$ cat config.mk
export PLATFORM = sky130hd
export DESIGN_NAME = attex_bus_ctrl
export DESIGN_NICKNAME = d
export VERILOG_FILES = /design/src/rtl/attex_bus_ctrl.sv
export SDC_FILE = /design/constraint.sdc
export NUM_CORES = 1
export LEC_CHECK = 0
export ABC_AREA = 0
export BUFFER_PORTS_ARGS = -buffer_cell sky130_fd_sc_hd__buf_2
export CORE_MARGIN = 2
export CORE_UTILIZATION = 25
export DETAILED_ROUTE_END_ITERATION = 6
export PLACE_DENSITY = 0.56
export SYNTH_ARGS = -nofsm -noshare
export SYNTH_HDL_FRONTEND = slang
export SYNTH_SLANG_ARGS = --single-unit
$ cat constraint.sdc
create_clock -name clk -period 3.85 [get_ports clk]
set_input_delay 0.385 -clock clk [delete_from_list [all_inputs] [get_ports clk]]
set_output_delay 0.385 -clock clk [all_outputs]
set_load 0.02 [all_outputs]
$ cat src/rtl/attex_bus_ctrl.sv
// SCC68070 bus cycle sequencer for the CD-i MONO1 board: address decode, one-hot
// chip selects, per-target ready (fixed wait or handshake), registered read data and ack/err pulses.
module attex_bus_ctrl #(
  parameter int CDIC_WAIT  = 2,
  parameter int NVRAM_WAIT = 1,
  parameter int TIMEOUT    = 255
) (
  input  logic        clk,
  input  logic        reset,
  input  logic        as,
  input  logic        uds,
  input  logic        lds,
  input  logic        write_strobe,
  input  logic [22:0] addr,
  input  logic [15:0] mcd212_din,
  input  logic        mcd212_ack,
  input  logic [15:0] cdic_din,
  input  logic [15:0] slave_din,
  input  logic        slave_ack,
  input  logic [15:0] nvram_din,
  output logic        cs_mcd212,
  output logic        cs_cdic,
  output logic        cs_slave,
  output logic        cs_nvram,
  output logic [15:0] data_out,
  output logic        bus_ack,
  output logic        bus_err
);

  typedef enum logic [1:0] {IDLE, ACCESS, DONE, RELEASE} state_t;
  typedef enum logic [2:0] {T_NONE, T_ERR, T_MCD, T_CDIC, T_SLAVE, T_NVRAM} tgt_t;

  state_t      state_q, state_d;
  tgt_t        tgt_q, tgt_d, tgt_dec;
  logic        err_q, err_d;
  logic [7:0]  cnt_q, cnt_d;
  logic [15:0] data_q, data_d;
  logic [23:0] byte_addr;
  logic        ready;
  logic [15:0] rd_mux;
  logic        unused_write;

  // Direction does not change sequencing: writes capture din as well and the CPU ignores it.
  assign unused_write = write_strobe;
  assign byte_addr    = {addr, 1'b0};

  // NOTE: every signal assigned in always_comb gets a default first, so no path infers a latch.
  always_comb begin
    tgt_dec = T_NONE;
    if ((byte_addr >= 24'h600000 && byte_addr < 24'hD00000) || byte_addr >= 24'hF00000)
      tgt_dec = T_ERR;
    else if (byte_addr[23:16] == 8'h30)
      tgt_dec = T_CDIC;
    else if (byte_addr[23:16] == 8'h31)
      tgt_dec = T_SLAVE;
    else if (byte_addr[23:16] == 8'h32)
      tgt_dec = T_NVRAM;
    else if (byte_addr <= 24'h27FFFF || (byte_addr >= 24'h400000 && byte_addr <= 24'h5FFFFF))
      tgt_dec = T_MCD;
  end

  always_comb begin
    ready  = 1'b0;
    rd_mux = 16'h0000;
    case (tgt_q)
      T_MCD:   begin ready = mcd212_ack;                rd_mux = mcd212_din; end
      T_SLAVE: begin ready = slave_ack;                 rd_mux = slave_din;  end
      T_CDIC:  begin ready = (cnt_q == 8'(CDIC_WAIT));  rd_mux = cdic_din;   end
      T_NVRAM: begin ready = (cnt_q == 8'(NVRAM_WAIT)); rd_mux = nvram_din;  end
      default: begin ready = 1'b0;                      rd_mux = 16'h0000;   end
    endcase
  end

  // NOTE: sequential state uses non-blocking assignments so all registers update together.
  always_ff @(posedge clk) begin
    if (!reset) begin
      state_q <= IDLE;
      tgt_q   <= T_NONE;
      err_q   <= 1'b0;
      cnt_q   <= 8'd0;
      data_q  <= 16'h0000;
    end else begin
      state_q <= state_d;
      tgt_q   <= tgt_d;
      err_q   <= err_d;
      cnt_q   <= cnt_d;
      data_q  <= data_d;
    end
  end

  always_comb begin
    state_d = state_q;
    tgt_d   = tgt_q;
    err_d   = err_q;
    cnt_d   = cnt_q;
    data_d  = data_q;
    case (state_q)
      IDLE: begin
        if (as && (uds || lds)) begin
          tgt_d = tgt_dec;
          if (tgt_dec == T_ERR) begin
            err_d   = 1'b1;
            cnt_d   = 8'd0;
            state_d = DONE;
          end else begin
            err_d   = 1'b0;
            cnt_d   = 8'd1;
            state_d = ACCESS;
          end
        end
      end
      ACCESS: begin
        // Abort beats ready; ready beats timeout.
        if (!as) begin
          cnt_d   = 8'd0;
          state_d = IDLE;
        end else if (ready) begin
          data_d  = rd_mux;
          err_d   = 1'b0;
          cnt_d   = 8'd0;
          state_d = DONE;
        end else if (cnt_q == 8'(TIMEOUT)) begin
          err_d   = 1'b1;
          cnt_d   = 8'd0;
          state_d = DONE;
        end else begin
          cnt_d = cnt_q + 8'd1;
        end
      end
      DONE:    state_d = RELEASE;
      RELEASE: if (!as) state_d = IDLE;
      default: state_d = IDLE;
    endcase
  end

  always_comb begin
    cs_mcd212 = (state_q == ACCESS) && (tgt_q == T_MCD);
    cs_cdic   = (state_q == ACCESS) && (tgt_q == T_CDIC);
    cs_slave  = (state_q == ACCESS) && (tgt_q == T_SLAVE);
    cs_nvram  = (state_q == ACCESS) && (tgt_q == T_NVRAM);
    bus_ack   = (state_q == DONE) && !err_q;
    bus_err   = (state_q == DONE) && err_q;
    data_out  = data_q;
  end

endmodule

==> run summary <==
status - finished, final reports clean
Pre-antenna DRT Iters - 4
clock share of power - 0.441
CTS tree - yes
DR vias - 2,123
# nets final - 427
FMAX - 510 MHz
layout cell share with drive strength beyond 1 - 0.364
global router's overall resource usage - 0.135
Root Driver - clkbuf_8
DRC - 0
share of the synthesized area in the top cell type - 0.315
MaxCap Viol Count - 0
Non-Filler Instances - 431
number of cell rows - 31
hold buffer count at CTS - 0
CP endpoint kind - flip-flop
Fin. Hold Viols - 0
CTS clk-pin slew, worst paths - 0.07 ns
Avg WL per Cell - 12.9 um
startpoint types - flip-flop
initial antenna violation count - 0
Setup violations, final - 0
Die H - 91.3 um
H-tree levels - 2
EDFF count, synth - 0
Netlist Area Pre-Place - 1910 um2
Comb power frac - 0.193
Syn. warnings - 0
Port Buffers - 100
period utilization - 0.510
max-slew violations - 0
setup_tns - 0 ns
Tmin final - 1.96 ns
CP required - 4.05 ns
clk_lat worst skew - 0.29 ns
total power - 0.000920 W
Routed Antenna Nets - 0
most common cell after layout, fill and taps aside - buf_2
CTS Sinks - 30
die width - 91.3 um
filler instances - 784
CTS Buffer Depth - 2
Via-to-Cell Ratio - 4.93
Cells after DPL - 423
most frequent cells in the layout - buf_2 (100), nor2_1 (40), dfxtp_1 (30)
core area - 7330 um2
largest net degree at the start of global routing - 25
register area - 601 um2
first-pass GRT wire length - 9130 um
total die area - 8340 um2
VDD IR max - 144 uV
Pleak - 1.06 nW
min-delay worst type - in2reg
initial core utilization - 0.260
arrival time worst endpoint - 2.17 ns
detailed placement HPWL - 4260 um
cell accounting for the most synthesized area - dfxtp_1
Worst Path Max Fanout - 24
syn_nets - 332
register area share after synthesis - 0.315
synthesized instance count - 236
DR iter-0 viols - 79
measured slew at the worst slew-check pin - 0.827 ns
Post-synth top flop - dfxtp_1
Post-Route WL - 5570 um
WS Path Type - reg2reg
cts repair resizes - 0
Pwr Density - 353 nW/um2
Clock Skew - 0.0110 ns
cell-internal power - 0.000680 W
sequential share of power - 0.367
setup bufs post-CTS - 0
Distinct cells, synth - 49
total grt overflow - 0
Syn Area/Cell - 8.07 um2
FF+latch count, synth - 30
Net Sw Frac - 0.261
Switching Power - 0.000240 W
unrepaired setup endpoints after global routing - no
vias in the first global route - 1,904
Max-slew headroom - 0.448
Layout area overhead - 36.7%
Final Wtd Congestion - 0.742
Async S/R FF share, synth - 0
TritonCTS buffer count - 5
Synth area leaders - dfxtp_1 (32%), nor2_1 (7.9%), mux2i_1 (7.4%), a22oi_1 (6.7%), nor3_1 (4.2%)
ant diodes - 0
Top Ports - 117
area taken by multi-input logic gates - 1210 um2
## layer usage
| layer | up-vias | GRT usage | wire, um |
|---|---|---|---|
| li1 | 1076 | - | - |
| met1 | 969 | 0.171 | 2490 |
| met2 | 72 | 0.222 | 2620 |
| met3 | 6 | 0.0349 | 372 |
| met4 | 0 | 0.0492 | 85 |
| met5 | - | 0 | 0 |
## Yosys cell counts (2+ instances only)
library cell / instances
nor2_1: 40
dfxtp_1: 30
a22oi_1: 17
nand2_1: 16
nor3_1: 16
mux2i_1: 14
o22ai_1: 8
o21ai_0: 7
a31oi_1: 6
a21oi_1: 5
clkbuf_1: 5
a311oi_1: 4
a311oi_2: 4
and3_1: 4
inv_1: 4
nand2b_1: 4
nand3_1: 4
o211ai_1: 4
buf_2: 3
nor2b_1: 3
a21o_1: 2
buf_4: 2
buf_6: 2
nand3b_1: 2
nand4_1: 2
nor2_2: 2
nor4bb_1: 2
o31a_1: 2
xnor2_1: 2
## worst paths after layout
| path | from | to | slack (ns) | cells past startpoint |
|---|---|---|---|---|
| min | as | state_q[0] | 0.39 | 3 |
| min reg2reg | data_out[7] | data_out[7] | 0.46 | 2 |
| max | tgt_q[0] | data_out[14] | 1.89 | 6 |
| max reg2reg | tgt_q[0] | data_out[14] | 1.89 | 6 |
## registers in the layout (all words and copies together), names as in the netlist
name	flops
cnt_q	8
data_out	16
err_q	1
state_q	2
tgt_q	3
## layout make-up
| class | count | area share |
|---|---|---|
| Multi-Input combinational cell | 189 | 0.466 |
| Sequential cell | 30 | 0.231 |
| Timing Repair Buffer | 101 | 0.195 |
| Tap cell | 99 | 0.0476 |
| Clock buffer | 6 | 0.0317 |
| Clock inverter | 2 | 0.0231 |
| Inverter | 4 | 0.00576 |
## through the flow
| step | cell area (um2) | util | setup slack, ns | hold slack (ns) |
|---|---|---|---|---|
| after detailed placement | 2460 | 0.336 | 1.79 | 0.450 |
| after floorplan | 1910 | - | 2.19 | 0.460 |
| final | 2610 | 0.355 | 1.89 | 0.395 |
| after global routing | 2610 | 0.355 | 1.61 | 0.415 |
| after CTS | 2610 | 0.355 | 1.86 | 0.395 |
| after global placement | 2460 | 0.336 | 1.85 | 0.442 |
## cell families after synthesis
logic type	count (synthesis)	share of synthesized area
AOI/OAI and AO/OA	69	0.276
xor gates and xnor gates	2	0.00919
adders and majority gates	1	0.00656
buffers and inverters	17	0.0473
DFF	30	0.315
muxes	14	0.0735
and+or+nand+nor	103	0.272
## worst max-delay path, stage by stage (launching register included)
cell and delay [ns]:
dfxtp_1 0.33, buf_4 0.33, nor4b_2 0.26, o211a_2 0.29
o21a_4 0.33, nor2_1 0.08, a311oi_2 0.24
## power groups by stage
stage / logic, W / registers [W] / clock network [W]
floorplan: 0.000117 / 0.000340 / 0
global placement: 0.000177 / 0.000343 / 0
detailed placement: 0.000180 / 0.000344 / 0
CTS: 0.000180 / 0.000337 / 0.000413
global route: 0.000198 / 0.000340 / 0.000430
finish: 0.000177 / 0.000337 / 0.000405
Note: power is estimated with default switching activity, not from simulation.
